==> config.mk <==
export PLATFORM = sky130hd
export DESIGN_NAME = traffic_monitor
export DESIGN_NICKNAME = d
export VERILOG_FILES = /design/src/rtl/traffic_monitor.sv
export SDC_FILE = /design/constraint.sdc
export NUM_CORES = 1
export LEC_CHECK = 0
export CORE_MARGIN = 5
export CORE_UTILIZATION = 25
export DETAILED_ROUTE_END_ITERATION = 7
export GPL_ROUTABILITY_DRIVEN = 0
export PLACE_DENSITY = 0.4
export SLEW_MARGIN = 5
export SYNTH_ARGS = -nofsm -noshare
export SYNTH_HDL_FRONTEND = slang
export SYNTH_SLANG_ARGS = --single-unit
==> constraint.sdc <==
create_clock -name clk -period 9 [get_ports clk]
set_clock_uncertainty 0.1 [all_clocks]
set_input_delay 2.25 -clock clk [delete_from_list [all_inputs] [get_ports clk]]
set_output_delay 2.25 -clock clk [all_outputs]
set_load 0.005 [all_outputs]
==> src/rtl/traffic_monitor.sv <==
// traffic_monitor: passive checker on the output side of a two-direction traffic light controller.
// Inputs are registered once; faults judged on that sample reach the outputs on the following edge.
module traffic_monitor #(
   parameter int CNT_W = 8,
   parameter int ERR_W = 8
) (
   input  logic             clk,
   input  logic             rst_n,
   input  logic             en,
   input  logic [3:0]       lampa,
   input  logic [3:0]       lampb,
   input  logic [CNT_W-1:0] acount,
   input  logic [CNT_W-1:0] bcount,
   input  logic             clr,
   output logic             fault,
   output logic [2:0]       fault_code,
   output logic             fault_dir,
   output logic [ERR_W-1:0] err_cnt
);
   localparam logic [3:0] RED = 4'b1000;
   localparam logic [3:0] YEL = 4'b0100;
   localparam logic [3:0] GRN = 4'b0010;
   localparam logic [3:0] LFT = 4'b0001;

   logic             r_en_s;
   logic [3:0]       r_lampa_s;
   logic [3:0]       r_lampb_s;
   logic [CNT_W-1:0] r_acnt_s;
   logic [CNT_W-1:0] r_bcnt_s;
   logic [3:0]       r_prev_lampa;
   logic [3:0]       r_prev_lampb;
   logic [CNT_W-1:0] r_prev_acnt;
   logic [CNT_W-1:0] r_prev_bcnt;
   logic             r_armed_a;
   logic             r_armed_b;
   logic             r_ygrn_a;   // 1: the latest yellow was entered from green
   logic             r_ygrn_b;
   logic             r_fault;
   logic [2:0]       r_fault_code;
   logic             r_fault_dir;
   logic [ERR_W-1:0] r_err_cnt;

   logic [2:0]       w_code_a;
   logic [2:0]       w_code_b;
   logic [2:0]       w_code;
   logic             w_dir;
   logic             w_conflict;
   logic             w_any;

   function automatic logic [CNT_W-1:0] bcd_dec(input logic [CNT_W-1:0] c);
      logic [CNT_W-1:0] r;
      r = c;
      if (c[3:0] == 4'd0) begin
         r[3:0] = 4'd9;
         r[7:4] = c[7:4] - 4'd1;
      end else begin
         r[3:0] = c[3:0] - 4'd1;
      end
      return r;
   endfunction

   function automatic logic legal_step(input logic [3:0] from, input logic [3:0] to,
                                       input logic ygrn);
      case (from)
         GRN:     legal_step = (to == YEL);
         YEL:     legal_step = ygrn ? (to == LFT) : (to == RED);
         LFT:     legal_step = (to == YEL);
         RED:     legal_step = (to == GRN);
         default: legal_step = 1'b0;
      endcase
   endfunction

   // Lowest fault code for one direction; codes 2-4 need an armed, enabled sample.
   function automatic logic [2:0] dir_code(input logic [3:0] lamp, input logic [3:0] prev_lamp,
                                           input logic [CNT_W-1:0] cnt,
                                           input logic [CNT_W-1:0] prev_cnt,
                                           input logic chk, input logic ygrn);
      logic pc;
      logic bad_digit;
      pc        = (lamp != prev_lamp);
      bad_digit = (cnt[7:4] > 4'd9) || (cnt[3:0] > 4'd9);
      if (!$onehot(lamp))
         dir_code = 3'd1;
      else if (chk && pc && !legal_step(prev_lamp, lamp, ygrn))
         dir_code = 3'd2;
      else if (chk && (pc != (prev_cnt == CNT_W'(1))))
         dir_code = 3'd3;
      else if (chk && (bad_digit || (cnt == '0) || (!pc && (cnt != bcd_dec(prev_cnt)))))
         dir_code = 3'd4;
      else
         dir_code = 3'd0;
   endfunction

   always_comb begin
      w_code_a   = dir_code(r_lampa_s, r_prev_lampa, r_acnt_s, r_prev_acnt,
                            r_armed_a && r_en_s, r_ygrn_a);
      w_code_b   = dir_code(r_lampb_s, r_prev_lampb, r_bcnt_s, r_prev_bcnt,
                            r_armed_b && r_en_s, r_ygrn_b);
      w_conflict = r_en_s && (r_lampa_s != RED) && (r_lampb_s != RED);
      w_code     = 3'd0;
      w_dir      = 1'b0;
      if ((w_code_a != 3'd0) && ((w_code_b == 3'd0) || (w_code_a <= w_code_b))) begin
         w_code = w_code_a;
      end else if (w_code_b != 3'd0) begin
         w_code = w_code_b;
         w_dir  = 1'b1;
      end else if (w_conflict) begin
         w_code = 3'd5;
      end
      w_any = (w_code != 3'd0);
   end

   // Sample stage plus per-direction history
   always_ff @(posedge clk or negedge rst_n) begin
      if (!rst_n) begin
         r_en_s       <= 1'b0;
         r_lampa_s    <= RED;
         r_lampb_s    <= RED;
         r_acnt_s     <= '0;
         r_bcnt_s     <= '0;
         r_prev_lampa <= RED;
         r_prev_lampb <= RED;
         r_prev_acnt  <= '0;
         r_prev_bcnt  <= '0;
         r_armed_a    <= 1'b0;
         r_armed_b    <= 1'b0;
         r_ygrn_a     <= 1'b0;
         r_ygrn_b     <= 1'b0;
      end else begin
         r_en_s       <= en;
         r_lampa_s    <= lampa;
         r_lampb_s    <= lampb;
         r_acnt_s     <= acount;
         r_bcnt_s     <= bcount;
         r_prev_lampa <= r_lampa_s;
         r_prev_lampb <= r_lampb_s;
         r_prev_acnt  <= r_acnt_s;
         r_prev_bcnt  <= r_bcnt_s;
         r_armed_a    <= r_en_s && (r_armed_a || (r_lampa_s != r_prev_lampa) ||
                                    (r_acnt_s != r_prev_acnt));
         r_armed_b    <= r_en_s && (r_armed_b || (r_lampb_s != r_prev_lampb) ||
                                    (r_bcnt_s != r_prev_bcnt));
         if ((r_lampa_s == YEL) && (r_prev_lampa == GRN))
            r_ygrn_a <= 1'b1;
         else if ((r_lampa_s == YEL) && (r_prev_lampa == LFT))
            r_ygrn_a <= 1'b0;
         if ((r_lampb_s == YEL) && (r_prev_lampb == GRN))
            r_ygrn_b <= 1'b1;
         else if ((r_lampb_s == YEL) && (r_prev_lampb == LFT))
            r_ygrn_b <= 1'b0;
      end
   end

   // Sticky first-fault capture and saturating fault-cycle count
   always_ff @(posedge clk or negedge rst_n) begin
      if (!rst_n) begin
         r_fault      <= 1'b0;
         r_fault_code <= 3'd0;
         r_fault_dir  <= 1'b0;
         r_err_cnt    <= '0;
      end else if (clr) begin
         r_fault      <= w_any;
         r_fault_code <= w_code;
         r_fault_dir  <= w_dir;
         r_err_cnt    <= ERR_W'(w_any);
      end else begin
         if (w_any && !r_fault) begin
            r_fault      <= 1'b1;
            r_fault_code <= w_code;
            r_fault_dir  <= w_dir;
         end
         if (w_any && (r_err_cnt != '1))
            r_err_cnt <= r_err_cnt + ERR_W'(1);
      end
   end

   assign fault      = r_fault;
   assign fault_code = r_fault_code;
   assign fault_dir  = r_fault_dir;
   assign err_cnt    = r_err_cnt;

endmodule

Yosys cells after proc, flatten, opt, wreduce, memory -nomap -nowiden
Index checks and enable logic that the tools add are counted.
{"block": "word_totals", "inputBits": 28, "output_inout_bits": 13, "reg_bits": 66}
{"block": "classes", "reduce_logical": 53, "eq_ne": 31, "order_cmp": 5, "add_sub_neg": 11, "mux": 47}
{"op": "$mux W4", "count": 16}
{"op": "$mux W3", "count": 13}
{"op": "$ne A8 B8 Y1", "count": 4}
{"op": "$logic_and A1 B1 Y1", "count": 23}
{"op": "$eq A4 B1 Y1 const B", "count": 4}
{"op": "$eq A4 B2 Y1 const B", "count": 4}
{"op": "$eq A4 B3 Y1 const B", "count": 4}
{"op": "$eq A4 B4 Y1 const B", "count": 4}
{"op": "$eq A8 B1 Y1 const B", "count": 2}
{"op": "$gt A4 B4 Y1 const B", "count": 4}
{"op": "$logic_not A8 Y1", "count": 2}
{"op": "$mux W8", "count": 2}
{"op": "$sub A4 B1 Y4 const B", "count": 4}
{"op": "$mux W1", "count": 14}
{"op": "$logic_or A1 B1 Y1", "count": 11}
{"op": "$reduce_bool A3 Y1", "count": 3}
{"op": "$add A1 B1 Y2", "count": 4}
{"op": "$add A8 B1 Y8 const B", "count": 1}
{"op": "$logic_not A4 Y1", "count": 2}
{"op": "$ne A4 B4 Y1", "count": 2}
{"op": "$ne A4 B4 Y1 const B", "count": 2}
{"op": "$ne A8 B8 Y1 const B", "count": 1}
{"op": "$reduce_bool A2 Y1", "count": 4}
{"op": "$add A2 B2 Y3", "count": 2}
{"op": "7 further kinds", "count": 15}

Longest topological paths before layout
{"block": "depth", "depth_word": 24, "ltp_mapped": 20, "mapped_depth_nobuf": 19}

Least setup slack after synthesis
Ideal clock, no wire load.
{"block": "synth_path", "path_kind": "register to register", "startpoint": "reg r_lampa_s[3]", "endpoint": "reg r_err_cnt[5], in the netlist err_cnt[5]", "period_less_slack_ns": 4.298, "setup_slack_ns": 4.702, "arrival_time_ns": 4.073, "stages_incl_launch_ff": 18, "required_time_ns": 8.775, "cell_sequence": "dfstp_2 inv_1 fa_1 inv_1 ha_1 ha_1 nor3b_1 and3_1 ha_1 nor2b_1 o21a_1 o21ai_0 inv_1 or3_4 a211oi_4 buf_6 nor3_2 mux2_4"}
{"block": "synth_between", "elab_chain_cells": 16}
{"item": "start, declared", "line_no": "26", "source": "logic [3:0] r_lampa_s;"}
{"item": "start signal, assigned", "line_no": "131", "source": "r_lampa_s <= lampa;"}
{"item": "parallel branches: the longest is 12 deep, another holds $le A3 B3 Y1"}
{"item": "$mux W3 (*)", "line_no": "102", "source": "if ((w_code_a != 3'd0) && ((w_code_b == 3'd0) || (w_code_a <= w_code_b))) begin"}
{"item": "$reduce_bool A3 Y1 (*)", "line_no": "110", "source": "w_any = (w_code != 3'd0);"}
{"item": "$logic_and A1 B1 Y1 (*)", "line_no": "172", "source": "if (w_any && (r_err_cnt != '1))"}
{"item": "$reduce_bool A2 Y1 (no line) (*)"}
{"item": "end signal, assigned", "line_no": "165", "source": "r_err_cnt <= ERR_W'(w_any);"}
{"item": "end signal, assigned", "line_no": "173", "source": "r_err_cnt <= r_err_cnt + ERR_W'(1);"}
{"item": "end, declared", "line_no": "41", "source": "logic [ERR_W-1:0] r_err_cnt;"}
Mark *: on every way between the ends. The select of a mux whose other input is x is not followed.
A chain may end at the register's enable or synchronous reset.

Final worst setup path
{"block": "layout_path", "startpoint": "reg r_lampa_s[3]", "endpoint": "reg r_fault_code[0], in the netlist fault_code[0]"}
{"block": "layout_between", "elab_chain_cells": 16}
{"item": "parallel branches: the longest is 12 deep, another holds $le A3 B3 Y1"}
{"item": "$mux W3 (*)", "line_no": "102"}
{"item": "$reduce_bool A3 Y1", "line_no": "110"}
{"item": "$logic_and A1 B1 Y1", "line_no": "167", "source": "if (w_any && !r_fault) begin"}
{"item": "$reduce_bool A2 Y1 (no line)"}
{"item": "end signal, assigned", "line_no": "163", "source": "r_fault_code <= w_code;"}
{"item": "end signal, assigned", "line_no": "169", "source": "r_fault_code <= w_code;"}
{"item": "end, declared", "line_no": "39", "source": "logic [2:0] r_fault_code;"}
Marks and branches as above.

==> impl_metrics.py <==
metrics = {
    "critical_path": {
        "path_max_fanout": 14,
        "worstSetupPathType": "register to register",
        "critPathMaxStageDelay_ns": 0.58,
        "critical_path_buf_inv_count": 3,
        "crit_chain": "inv_1 -> fa_1 -> inv_1 -> ha_1 -> ha_1 -> nor3b_1 -> and3_1 -> ha_1 -> nor2b_1 -> o21a_1 -> o21ai_0 -> inv_1 -> or3_4 -> a211oi_4 -> o21bai_2 -> mux2_1",
        "endpoint_kind": "register",
        "required_ns": 9.11,
        "cp.arrival_ns": 4.92,
        "cp_top_family": "compound AO/OA/AOI/OAI gates",
        "slowest_stage": "dfstp_2",
        "start_kind": "register",
        "reg2reg_slack_ns": 4.19,
    },
    "logic_synthesis": {
        "synth_edf_count": 0,
        "yosys.area_share.simple_pct": 22.2,
        "yosys.area.top_type": "dfrtp_1",
        "async_flop_share_pct": 100,
        "syn_avg_cell_area_um2": 10.3,
        "syn_nets": 398,
        "muxShareOfSynthArea_pct": 2.85,
        "yosys.area.top_type_share_pct": 42.6,
        "yosysWarnings": 0,
        "syn_area_um2": 3640,
        "synth_top_family_by_area": "simple AND/OR/NAND/NOR gates",
        "synth_area_leaders": "dfrtp_1, ha_1, xnor2_1",
        "synth_flop_cell": "dfrtp_1",
        "ys_seq_area_share_pct": 45.5,
        "synth_seq_cells": 66,
        "synth_cell_type_count": 72,
        "synth_xor_area_share_pct": 6.49,
        "synth_compound_area_share_pct": 13.5,
        "synthAdderAreaFrac_pct": 5.91,
        "synth_cells": 354,
    },
    "power_and_ir_drop": {
        "seqPwrFrac_pct": 39.9,
        "combPwrFrac_pct": 19.3,
        "internal_power_uw": 640,
        "swShare_pct": 28.0,
        "ir_worst_vdd_uv": 78.9,
        "pwr-share-clk_pct": 40.9,
        "power.density_nw_per_um2": 195,
        "p_switching_uw": 248,
        "p_leak_uw": 0.00183,
    },
    "clocking": {
        "clock-sinks": 66,
        "cts_buffers": 9,
        "cts_max_level": 3,
        "hold_buffers": 0,
        "postCtsResizedCells": 0,
        "cts_tree": "done",
        "clkTransAtPathRegs_ns": 0.06,
        "clk_latency_ns": 0.33,
        "cts_setup_buffers": 0,
        "cts_root_buf": "clkbuf_16",
        "clock_path_buffers": 2,
    },
    "timing": {
        "maxSlewViolCount": 0,
        "grt_setup_unrepaired": "false",
        "period_needed_ns": 4.81,
        "max_slew_margin_pct": 44.0,
        "timing.final.crit_share_pct": 53.4,
        "setup_viol": 0,
        "fin_tns_setup_ns": 0,
        "worst_pin_slew_ns": 0.840,
        "hold_slack_ns": 0.305,
        "finalHoldViolations": 0,
        "fmax_ghz": 0.208,
    },
    "placement": {
        "dpl.hpwl_um": 5750,
        "dp_cells": 573,
        "port_buffers": 40,
    },
    "cells_and_area": {
        "drive_gt1_share_pct": 11.4,
        "final_cells": 589,
        "nets": 444,
        "areaGrowthSynthToFinish_pct": 24.9,
        "diodes": 0,
        "fillers": 1481,
    },
    "run_status": {
        "outcome": "finished clean",
    },
    "floorplanning": {
        "core_um2": 14400,
        "num_rows": 44,
        "start_util_pct": 25.3,
        "fp.dieW_um": 131,
        "dieArea_um2": 17100,
        "ios": 41,
        "chipHeight_um": 131,
    },
    "route": {
        "drc": 0,
        "dr.pass1.iters": 4,
        "post_drt_via_cell_ratio": 4.57,
        "wl_per_cell_um": 13.3,
        "num_vias": 2693,
        "wl_um": 7810,
        "drt_iter0_drc": 138,
        "ant_nets": 0,
    },
    "global_routing": {
        "grt_use_total_pct": 10.1,
        "grt_overflow_total": 0,
        "grt_pass1_wl_um": 13300,
        "antenna_found_initial": 0,
        "grt_max_degree": 67,
        "grt_pass1_vias": 2726,
    },
    "flow_run": {
        "maxCapViolations": 0,
    },
    "worst_hold_path": {
        "min_path_type": "register to register",
    },
}
==> cells in the final DEF, fill, tap and decap left out, types with 5 or more instances in the layout <==
cell              n
nand3_1          13
nor3_1           11
o21ai_0          21
xnor2_1          15
nand2_1          24
inv_1            23
nor2_1           18
nor3b_1           7
and3_1            6
xor2_1           12
nand2b_1          9
ha_1             14
nor2b_1          10
clkbuf_16         9
nor4_1            9
clkdlybuf4s50_1  39
nand4_1           5
a21oi_1          15
dfrtp_1          62
==> state kept, by name (all words and copies together), names as in the netlist, 3 cells and up <==
name,cells
r_prev_lampa,4
r_lampb_s,4
fault_code,3
r_prev_bcnt,8
r_acnt_s,8
r_prev_acnt,8
r_bcnt_s,8
r_lampa_s,4
err_cnt,8
r_prev_lampb,4
==> path summary, 6_finish.rpt <==
| kind | startpoint | cells after the start | end |
|---|---|---|---|
| worst max-delay path | r_lampa_s[3] | 16 | fault_code[0] |
| max in group asynchronous | rst_n | 2 | r_lampa_s[0] |
| min in group asynchronous | rst_n | 2 | r_bcnt_s[7] |
| worst min-delay path | r_lampb_s[3] | 0 | r_prev_lampb[3] |
| worst min register to register | r_lampb_s[3] | 0 | r_prev_lampb[3] |
| worst max register to register | r_lampa_s[3] | 16 | fault_code[0] |
==> kinds of logic (layout without fill, tap and decap cells) <==
kind of cell,after synthesis,count (layout)
AO/OA/AOI/OAI,69,69
XOR/XNOR,27,27
adder cells (fa/ha/maj),16,16
buffers and inverters,30,81
flip-flops,66,66
multiplexers,9,9
AND/OR/NAND/NOR,137,137
==> layer usage <==
metal / up-vias / wire (um) / global-route usage, %
met5: - / 0 / 0
met4: 0 / 217 / 5.81
met3: 15 / 253 / 2.36
met2: 38 / 3540 / 15.4
met1: 1279 / 3800 / 13.0
li1: 1361 / - / -
==> cell usage after synthesis (all sizes together) (2+ instances only) <==
| library cell | count |
|---|---|
| o31ai | 2 |
| inv | 24 |
| xor2 | 12 |
| fa | 2 |
| dfstp | 4 |
| mux2 | 5 |
| nand2b | 9 |
| nand2 | 24 |
| o21bai | 3 |
| a31oi | 3 |
| o21ai | 23 |
| nand3b | 2 |
| a211oi | 2 |
| nor2 | 19 |
| a21boi | 3 |
| a31o | 2 |
| or3 | 4 |
| dfrtp | 62 |
| nor3b | 7 |
| nand3 | 13 |
| nor4 | 11 |
| nor4b | 5 |
| nor3 | 13 |
| buf | 5 |
| nor4bb | 2 |
| o211ai | 2 |
| nor2b | 11 |
| nand4 | 5 |
| a21oi | 16 |
| mux2i | 4 |
| or4 | 3 |
| xnor2 | 15 |
| ha | 14 |
| and3 | 6 |
==> worst register-to-register path, delay by kind of cell, from the launching register on <==
| kind | cells | cell delay, ns |
|---|---|---|
| compound gates | 4 | 1.22 |
| fa+ha+maj | 4 | 1.16 |
| buf+inv | 3 | 0.22 |
| flops | 1 | 0.58 |
| mux | 1 | 0.33 |
| simple gates | 4 | 1.08 |
==> power groups by stage <==
stage / clock network [uW] / registers (uW) / logic [uW]
final: 363 / 354 / 171
after floorplan: 0 / 351 / 115
after CTS: 381 / 355 / 175
after detailed placement: 0 / 360 / 174
after global routing: 390 / 359 / 195
after global placement: 0 / 361 / 173
==> cell type report <==
cell class / instances / area (um^2) / area share (%)
clock buffer: 11 / 253 / 5.56
clock inverter: 5 / 61.3 / 1.35
inverter: 24 / 90.1 / 1.98
multi-input combinational: 258 / 1850 / 40.8
sequential: 66 / 1660 / 36.4
tap: 184 / 230 / 5.06
timing repair buffer: 41 / 403 / 8.86
==> stage by stage <==
step	util, %	power [uW]	worst slack (ns)	cell area [um^2]
floorplan	-	466	4.70	3640
global placement	29.4	533	4.30	4230
detailed placement	29.4	534	4.18	4230
CTS	31.5	911	4.20	4550
global route	31.5	944	3.88	4550
finish	31.5	888	4.19	4550
No activity file was read; power rests on OpenSTA's default activity.
